$ cat config.mk
export PLATFORM = sky130hd
export DESIGN_NAME = fwd_hazard_unit_flat
export DESIGN_NICKNAME = d
export VERILOG_FILES = /design/src/rtl/fwd_hazard_unit_if.sv /design/src/rtl/fwd_hazard_unit.sv /design/src/flat_wrapper.sv
export SDC_FILE = /design/constraint.sdc
export NUM_CORES = 1
export LEC_CHECK = 0
export BUFFER_PORTS_ARGS = -buffer_cell sky130_fd_sc_hd__buf_2
export CELL_PAD_IN_SITES_DETAIL_PLACEMENT = 1
export CELL_PAD_IN_SITES_GLOBAL_PLACEMENT = 2
export CORE_ASPECT_RATIO = 0.5
export CORE_UTILIZATION = 19
export DETAILED_ROUTE_END_ITERATION = 8
export PLACE_DENSITY_LB_ADDON = 0.15
export SYNTH_ARGS = -nofsm -noshare
export SYNTH_HDL_FRONTEND = slang
export SYNTH_SLANG_ARGS = --single-unit
export TNS_END_PERCENT = 20
$ cat constraint.sdc
create_clock -name clk -period 4.58 [get_ports clk]
set_clock_uncertainty 0.05 [all_clocks]
set_input_delay 0.687 -clock clk [delete_from_list [all_inputs] [get_ports clk]]
set_output_delay 0.687 -clock clk [all_outputs]
set_load 0.005 [all_outputs]
$ cat src/rtl/fwd_hazard_unit_if.sv
`default_nettype none
// ============================================================================
// Module   : fwd_hazard_unit_if
// Brief    : Pipeline-side bundle for the forwarding / hazard unit.
// Revision : 1.0  initial release
// ============================================================================
interface fwd_hazard_unit_if #(
  parameter int REG_AW = 4,
  parameter int NUM_RD = 2
);
  logic [NUM_RD*REG_AW-1:0] rdReg_ID;
  logic [NUM_RD-1:0]        rdEn_ID;
  logic [NUM_RD*REG_AW-1:0] rdReg_EX;
  logic [REG_AW-1:0]        wrReg_EX;
  logic [REG_AW-1:0]        wrReg_MEM;
  logic [REG_AW-1:0]        wrReg_WB;
  logic                     wrEn_EX;
  logic                     wrEn_MEM;
  logic                     wrEn_WB;
  logic                     memRd_EX;
  logic                     brTaken_EX;
  logic                     mem_busy;
  logic                     cnt_clr;
  logic [2*NUM_RD-1:0]      hazSel;
  logic                     stall_fd;
  logic                     bubble_ex;
  logic                     flush_fd;
  logic                     stall_all;
  logic [15:0]              stall_cnt;

  modport master (
    output rdReg_ID, rdEn_ID, rdReg_EX, wrReg_EX, wrReg_MEM, wrReg_WB,
           wrEn_EX, wrEn_MEM, wrEn_WB, memRd_EX, brTaken_EX, mem_busy, cnt_clr,
    input  hazSel, stall_fd, bubble_ex, flush_fd, stall_all, stall_cnt
  );

  modport slave (
    input  rdReg_ID, rdEn_ID, rdReg_EX, wrReg_EX, wrReg_MEM, wrReg_WB,
           wrEn_EX, wrEn_MEM, wrEn_WB, memRd_EX, brTaken_EX, mem_busy, cnt_clr,
    output hazSel, stall_fd, bubble_ex, flush_fd, stall_all, stall_cnt
  );
endinterface
`default_nettype wire

$ cat src/rtl/fwd_hazard_unit.sv
`default_nettype none
// ============================================================================
// Module   : fwd_hazard_unit
// Brief    : EX operand forwarding select plus load-use / branch / memory-wait
//            stall control. Optional stall counter under HAZ_PERF_CNT_EN.
// Revision : 1.0  initial release
// ============================================================================
module fwd_hazard_unit #(
  parameter int REG_AW   = 4,
  parameter int NUM_RD   = 2,
  parameter int LOAD_LAT = 1
) (
  input  logic              clk,
  input  logic              rst_n,
  fwd_hazard_unit_if.slave  hz
);

  typedef enum logic [0:0] {
    RUN    = 1'b0,
    LDWAIT = 1'b1
  } state_t;

  localparam logic [2:0]        C_LD_RELOAD = 3'(LOAD_LAT - 1);
  localparam logic [REG_AW-1:0] C_ZERO_REG  = '0;

  state_t              r_state;
  state_t              w_stateNxt;
  logic [2:0]          r_ldCnt;
  logic [2:0]          w_ldCntNxt;
  logic [2*NUM_RD-1:0] w_hazSel;
  logic [NUM_RD-1:0]   w_useMatch;
  logic                w_loadUse;
  logic                w_stallFd;
  logic                w_flushFd;

  function automatic logic fwdHit(input logic en,
                                  input logic [REG_AW-1:0] dst,
                                  input logic [REG_AW-1:0] src);
    return en && (dst == src) && (dst != C_ZERO_REG);
  endfunction

  // Forward selects stay at regfile (11) throughout reset.
  always_comb begin
    w_hazSel   = '1;
    w_useMatch = '0;
    for (int i = 0; i < NUM_RD; i++) begin
      if (rst_n) begin
        if (fwdHit(hz.wrEn_MEM, hz.wrReg_MEM, hz.rdReg_EX[i*REG_AW +: REG_AW]))
          w_hazSel[2*i +: 2] = 2'b00;
        else if (fwdHit(hz.wrEn_WB, hz.wrReg_WB, hz.rdReg_EX[i*REG_AW +: REG_AW]))
          w_hazSel[2*i +: 2] = 2'b01;
      end
      w_useMatch[i] = hz.rdEn_ID[i] && (hz.rdReg_ID[i*REG_AW +: REG_AW] == hz.wrReg_EX);
    end
  end

  assign w_loadUse = hz.memRd_EX && hz.wrEn_EX && (hz.wrReg_EX != C_ZERO_REG) && (|w_useMatch);

  always_ff @(posedge clk or negedge rst_n) begin
    if (!rst_n) begin
      r_state <= RUN;
      r_ldCnt <= 3'd0;
    end else begin
      r_state <= w_stateNxt;
      r_ldCnt <= w_ldCntNxt;
    end
  end

  // Memory wait freezes everything; a taken branch beats any load-use stall.
  always_comb begin
    w_stateNxt = r_state;
    w_ldCntNxt = r_ldCnt;
    w_stallFd  = 1'b0;
    w_flushFd  = 1'b0;
    if (hz.mem_busy) begin
      w_stateNxt = r_state;
    end else if (hz.brTaken_EX) begin
      w_flushFd  = 1'b1;
      w_stateNxt = RUN;
      w_ldCntNxt = 3'd0;
    end else begin
      case (r_state)
        RUN: begin
          if (w_loadUse) begin
            w_stallFd = 1'b1;
            if (LOAD_LAT > 1) begin
              w_stateNxt = LDWAIT;
              w_ldCntNxt = C_LD_RELOAD;
            end
          end
        end
        LDWAIT: begin
          w_stallFd = 1'b1;
          if (r_ldCnt <= 3'd1) begin
            w_stateNxt = RUN;
            w_ldCntNxt = 3'd0;
          end else begin
            w_ldCntNxt = r_ldCnt - 3'd1;
          end
        end
        default: begin
          w_stateNxt = RUN;
          w_ldCntNxt = 3'd0;
        end
      endcase
    end
  end

  assign hz.hazSel    = w_hazSel;
  assign hz.stall_fd  = rst_n && w_stallFd;
  assign hz.bubble_ex = rst_n && w_stallFd;
  assign hz.flush_fd  = rst_n && w_flushFd;
  assign hz.stall_all = rst_n && hz.mem_busy;

`ifdef HAZ_PERF_CNT_EN
  logic [15:0] r_stallCnt;
  logic        w_cntInc;

  assign w_cntInc = (rst_n && w_stallFd) || (rst_n && hz.mem_busy);

  always_ff @(posedge clk or negedge rst_n) begin
    if (!rst_n)
      r_stallCnt <= 16'd0;
    else if (hz.cnt_clr)
      r_stallCnt <= 16'd0;
    else if (w_cntInc && (r_stallCnt != 16'hFFFF))
      r_stallCnt <= r_stallCnt + 16'd1;
  end

  assign hz.stall_cnt = r_stallCnt;
`else
  assign hz.stall_cnt = 16'd0;
`endif

endmodule
`default_nettype wire
$ cat src/flat_wrapper.sv
// flat-port wrapper written by rule: the top's interface ports become plain ports
module fwd_hazard_unit_flat 
#(
  parameter int REG_AW   = 4,
  parameter int NUM_RD   = 2,
  parameter int LOAD_LAT = 1
)
  (clk, rst_n, hz_rdReg_ID, hz_rdEn_ID, hz_rdReg_EX, hz_wrReg_EX, hz_wrReg_MEM, hz_wrReg_WB, hz_wrEn_EX, hz_wrEn_MEM, hz_wrEn_WB, hz_memRd_EX, hz_brTaken_EX, hz_mem_busy, hz_cnt_clr, hz_hazSel, hz_stall_fd, hz_bubble_ex, hz_flush_fd, hz_stall_all, hz_stall_cnt);
  fwd_hazard_unit_if #(.REG_AW(REG_AW), .NUM_RD(NUM_RD)) hz_i ();
  input  logic clk;
  input  logic rst_n;
  input wire logic [$bits(hz_i.rdReg_ID)-1:0] hz_rdReg_ID;
  input wire logic [$bits(hz_i.rdEn_ID)-1:0] hz_rdEn_ID;
  input wire logic [$bits(hz_i.rdReg_EX)-1:0] hz_rdReg_EX;
  input wire logic [$bits(hz_i.wrReg_EX)-1:0] hz_wrReg_EX;
  input wire logic [$bits(hz_i.wrReg_MEM)-1:0] hz_wrReg_MEM;
  input wire logic [$bits(hz_i.wrReg_WB)-1:0] hz_wrReg_WB;
  input wire logic [$bits(hz_i.wrEn_EX)-1:0] hz_wrEn_EX;
  input wire logic [$bits(hz_i.wrEn_MEM)-1:0] hz_wrEn_MEM;
  input wire logic [$bits(hz_i.wrEn_WB)-1:0] hz_wrEn_WB;
  input wire logic [$bits(hz_i.memRd_EX)-1:0] hz_memRd_EX;
  input wire logic [$bits(hz_i.brTaken_EX)-1:0] hz_brTaken_EX;
  input wire logic [$bits(hz_i.mem_busy)-1:0] hz_mem_busy;
  input wire logic [$bits(hz_i.cnt_clr)-1:0] hz_cnt_clr;
  output wire logic [$bits(hz_i.hazSel)-1:0] hz_hazSel;
  output wire logic [$bits(hz_i.stall_fd)-1:0] hz_stall_fd;
  output wire logic [$bits(hz_i.bubble_ex)-1:0] hz_bubble_ex;
  output wire logic [$bits(hz_i.flush_fd)-1:0] hz_flush_fd;
  output wire logic [$bits(hz_i.stall_all)-1:0] hz_stall_all;
  output wire logic [$bits(hz_i.stall_cnt)-1:0] hz_stall_cnt;
  assign hz_i.rdReg_ID = hz_rdReg_ID;
  assign hz_i.rdEn_ID = hz_rdEn_ID;
  assign hz_i.rdReg_EX = hz_rdReg_EX;
  assign hz_i.wrReg_EX = hz_wrReg_EX;
  assign hz_i.wrReg_MEM = hz_wrReg_MEM;
  assign hz_i.wrReg_WB = hz_wrReg_WB;
  assign hz_i.wrEn_EX = hz_wrEn_EX;
  assign hz_i.wrEn_MEM = hz_wrEn_MEM;
  assign hz_i.wrEn_WB = hz_wrEn_WB;
  assign hz_i.memRd_EX = hz_memRd_EX;
  assign hz_i.brTaken_EX = hz_brTaken_EX;
  assign hz_i.mem_busy = hz_mem_busy;
  assign hz_i.cnt_clr = hz_cnt_clr;
  assign hz_hazSel = hz_i.hazSel;
  assign hz_stall_fd = hz_i.stall_fd;
  assign hz_bubble_ex = hz_i.bubble_ex;
  assign hz_flush_fd = hz_i.flush_fd;
  assign hz_stall_all = hz_i.stall_all;
  assign hz_stall_cnt = hz_i.stall_cnt;
  fwd_hazard_unit #(.REG_AW(REG_AW), .NUM_RD(NUM_RD), .LOAD_LAT(LOAD_LAT)) u_core (.clk(clk), .rst_n(rst_n), .hz(hz_i));
endmodule
== Word level (Yosys, flattened, before mapping) ==
Index checks and enable logic that the tools add are counted.
Word-level totals
  output and inout port bits: 24
  register bits: 4
  input bits: 39
Operators by class
  $lt $le $gt $ge: 1
  add/subtract/negate cells: 1
  equality and inequality tests: 6
  bitwise operators: 2
  multiplexer cells: 18
  reductions and logical operators: 22
Operators by type and width (count)
  $eq A4 B4 Y1: 6
  $logic_and A1 B1 Y1: 16
  $mux W2: 6
  $reduce_bool A4 Y1: 3
  $mux W3: 3
  $mux W1: 8
  $le A3 B1 Y1 const B: 1
  $sub A3 B1 Y3 const B: 1
  $not A1 Y1: 2
  $pmux W1 S2: 1
  $reduce_and A2 Y1: 1
  $reduce_bool A2 Y1: 1
  $reduce_or A2 Y1: 1

== Longest topological paths before layout ==
  depth in word-level cells: 9
  gate-level depth with buffers: 7

== Worst setup path after synthesis ==
OpenSTA, ideal clock, no wires.
  path type: input port to output port
  start point: input port hz_wrReg_EX[0]
  end point: output port hz_stall_fd
  slack: 2.174 ns
  arrival: 1.669 ns
  data required time: 3.843 ns
  path buffers: 1
  stages: 5
  cell sequence: or4_1 -> nand3_1 -> a21oi_1 -> o211a_1 -> buf_4
On the way
  cells in the longest elaborated chain, start to end: 9
  elaborated cells on any way between the ends: 13
  those cells by class: 2 x eq/ne; 4 x mux; 7 x reduce/logical
Ends and longest elaborated chain
  from (decl): RTL line flat_wrapper.sv:15  | input wire logic [$bits(hz_i.wrReg_EX)-1:0] hz_wrReg_EX;
  $eq A4 B4 Y1: RTL line fwd_hazard_unit.sv:53  | w_useMatch[i] = hz.rdEn_ID[i] && (hz.rdReg_ID[i*REG_AW +: REG_AW] == hz.wrReg_EX);
  $logic_and A1 B1 Y1: RTL line fwd_hazard_unit.sv:53
  $reduce_or A2 Y1: RTL line fwd_hazard_unit.sv:57  | assign w_loadUse = hz.memRd_EX && hz.wrEn_EX && (hz.wrReg_EX != C_ZERO_REG) && (|w_useMatch);
  $logic_and A1 B1 Y1 (*): RTL line fwd_hazard_unit.sv:57
  $mux W1 (*): RTL line fwd_hazard_unit.sv:84  | if (w_loadUse) begin
  $pmux W1 S2 (*): RTL line fwd_hazard_unit.sv:82  | case (r_state)
  $mux W1 (*): RTL line fwd_hazard_unit.sv:77  | end else if (hz.brTaken_EX) begin
  $mux W1 (*): RTL line fwd_hazard_unit.sv:75  | if (hz.mem_busy) begin
  $logic_and A1 B1 Y1 (*)
  to (decl): RTL line flat_wrapper.sv:26  | output wire logic [$bits(hz_i.stall_fd)-1:0] hz_stall_fd;
Every way passes the cells marked *; elsewhere a longest branch is shown, timed or not.

== Worst setup path in the final report ==
  start point: input port hz_wrReg_MEM[0]
  end point: output port hz_hazSel[1]
On the way
  cells in the longest elaborated chain, start to end: 5
  elaborated cells on any way between the ends: 6
  those cells by class: 1 x eq/ne; 2 x mux; 3 x reduce/logical
Ends and longest elaborated chain
  from (decl): RTL line flat_wrapper.sv:16  | input wire logic [$bits(hz_i.wrReg_MEM)-1:0] hz_wrReg_MEM;
  $eq A4 B4 Y1: RTL line fwd_hazard_unit.sv:39  | return en && (dst == src) && (dst != C_ZERO_REG);
  $logic_and A1 B1 Y1: RTL line fwd_hazard_unit.sv:39
  $logic_and A1 B1 Y1 (*): RTL line fwd_hazard_unit.sv:39
  $mux W2 (*): RTL line fwd_hazard_unit.sv:48  | if (fwdHit(hz.wrEn_MEM, hz.wrReg_MEM, hz.rdReg_EX[i*REG_AW +: REG_AW]))
  $mux W2 (*): RTL line fwd_hazard_unit.sv:47  | if (rst_n) begin
  to (decl): RTL line flat_wrapper.sv:25  | output wire logic [$bits(hz_i.hazSel)-1:0] hz_hazSel;
Marked as above.

==> qor.csv <==
stage,metric,value,unit
floorplanning,design.die.area,4086,um^2
finish,seqCellArea,100.1,um^2
finish,final-instance-count-excl-fill,187,
cts,clkLatencyLatePin,0.21,ns
floorplanning,ioPinCount,63,
global_routing,grt_pass1_vias,670,
logic_synthesis,yosysTopAreaCellShare,17.59,%
timing,setup_viol,0,
finish,fin_nets,179,
timing,hold_viol_final,0,
drt,drt_pass1_iterations,4,
logic_synthesis,syn-instance-count,91,
logic_synthesis,avgSynthCellArea,7.975,um^2
placed_design,place_congestion,0.6513,
pwr,max-vdd-ir-drop,0.00005648,V
finish,final_cell_mix,"45 x buf_2, 16 x conb_1, 14 x xor2_1, 10 x xnor2_1, 6 x nand3_1",
drt,vias,713,
drt,wl,1986,um
cts,path_clk_slew,0.03,ns
logic_synthesis,ys_warn_count,0,
pwr,finalPower,0.1821,mW
flow_run,maxCapViolCount,0,
timing,fin_tns_setup,0,ns
placed_design,dp.cells,184,
worst_setup_path,required,3.84,ns
floorplanning,fp.dieW,89.40,um
cts,htree_levels,1,
timing,fin_crit_sh,56.26,%
cts,clk_path_buf_depth,2,
logic_synthesis,synth_edf_count,0,
finish,fill_cells,440,
drt,wl_per_cell,10.62,um
finish,drive_above_1_share,38.97,%
cts,cts_tree,done,
drt,drt_iter0_markers,6,
cts,cts_buffers,3,
global_routing,grt-ovfl-total,0,
placed_design,io_buffers,45,
drt,ant_nets,0,
timing,fin_crit,2.577,ns
global_routing,grt_pass1_wl,3056,um
drt,viasPerCell,3.813,
timing,worst_slack,2.003,ns
placed_design,placed_area,939.7,um^2
logic_synthesis,synth_area_leaders,"buf_4 18%, xor2_1 17%, dfrtp_1 14%, xnor2_1 12%, nand3_1 4.1%",
finish,fin_area,980.9,um^2
hold_path,hp-class,input pin to async pin,
floorplanning,initial_core_util,20.46,%
finish,multiInputGateArea,543.0,um^2
timing,maxSlewViolCount,0,
placed_design,dp_hpwl,1761,um
worst_setup_path,start_kind,input pin,
finish,final_common_cell,buf_2,
cts,postCtsSetupRepairBufs,0,
floorplanning,fp.dieH,45.70,um
pwr,p_leak,0.4775,nW
cts,hold_buffers,0,
cts,root_buffer,clkbuf_8,
drt,drc,0,
floorplanning,num_rows,15,
finish,area_growth,35.17,%
logic_synthesis,synthArstFlopShare,100.0,%
run_status,status,finished clean,
worst_setup_path,arrival,1.84,ns
global_routing,grt_max_degree,10,
logic_synthesis,synth_cell_types,27,
logic_synthesis,synth_largest_area_cell,buf_4,
worst_setup_path,path_class,input pin to primary output,
logic_synthesis,syn_area,725.7,um^2
logic_synthesis,ys_seq_area_share,13.79,%
cts,cts_resized,0,
pwr,p_per_area,185.7,nW/um^2
timing,rsz0062_at_grt,no,
logic_synthesis,synth-main-ff-cell,dfrtp_1,
global_routing,groute.usage.overall,9.968,%
global_routing,antenna_found_initial,0,
worst_setup_path,end_kind,primary output,
floorplanning,coreArea,3547,um^2
worst_setup_path,path_max_fanout,3,
logic_synthesis,synth_seq_cells,4,
timing,fmax,388.1,MHz
placed_design,place_ws,1.991,ns
finish,diodes,0,
cts,cts.sinks,4,
[stage by stage]
step | utilization, % | hold WS, ns
after floorplan | - | 0.3414
after global routing | 27.65 | 0.2706
final | 27.65 | 0.2550
after global placement | 26.49 | 0.4519
after detailed placement | 26.49 | 0.4497
after CTS | 27.65 | 0.2598
[worst max-delay path, cell delays in order]
cell and delay (ns):
buf_2 0.12, or4_1 0.52, nand3_1 0.12, nor3_1 0.08, nand3_2 0.08, o31a_2 0.13
buf_2 0.10
[final timing paths]
check	from	to	slack, ns	cells past startpoint
min in group clk	u_core.r_ldCnt[1]	u_core.r_ldCnt[1]	0.45	2
max	hz_wrReg_MEM[0]	hz_hazSel[1]	2.00	7
min	rst_n	u_core.r_state	0.25	1
max in group asynchronous	rst_n	u_core.r_ldCnt[1]	4.06	1
min reg2reg	u_core.r_ldCnt[1]	u_core.r_ldCnt[1]	0.45	2
max reg2reg	u_core.r_ldCnt[0]	u_core.r_ldCnt[1]	2.87	6
[kinds of logic (layout without fill, tap and decap cells)]
family / after synthesis / in the layout / share of synthesized area [%]
other cells: 1 / 16 / 0.5167
fa+ha+maj: 2 / 2 / 3.448
buf+inv: 20 / 50 / 19.14
flops: 4 / 4 / 13.79
compound gates: 12 / 12 / 12.76
simple gates: 28 / 28 / 21.38
xor+xnor: 24 / 24 / 28.97
[per-layer routing]
layer	share of wire [%]	vias to the layer above	global-route usage, %
met3	2.2	0	0.1812
met4	0	0	4.762
met1	45	327	12.49
met5	0	-	0
met2	53	18	18.32
li1	-	368	-
[synth_stat cells, types with 4 or more instances]
cell type   n
buf_4      17
xnor2_1    10
nor2_1      5
nor3_1      4
xor2_1     14
dfrtp_1     4
nand3_1     6
nand2_1     4
[power by group]
group / switching (mW) / internal [mW] / leakage, nW
clock: 0.0186 / 0.0561 / 0.0216
combinational: 0.0347 / 0.0319 / 0.401
sequential: 0.00241 / 0.0385 / 0.0547
total: 0.0557 / 0.126 / 0.477
[cell type report]
cell class / count / share of cell area (%)
multi-input cells: 82 / 55.36
repair buffers: 45 / 22.96
flip-flops and latches: 4 / 10.20
well taps: 51 / 6.505
clock buffers: 3 / 4.209
inverters: 2 / 0.7653
[sequential cells by signal, summed over array words and instances (netlist names)]
signal and count:
u_core.r_ldCnt 3, u_core.r_state 1
Note: power is estimated with default switching activity, not from simulation.
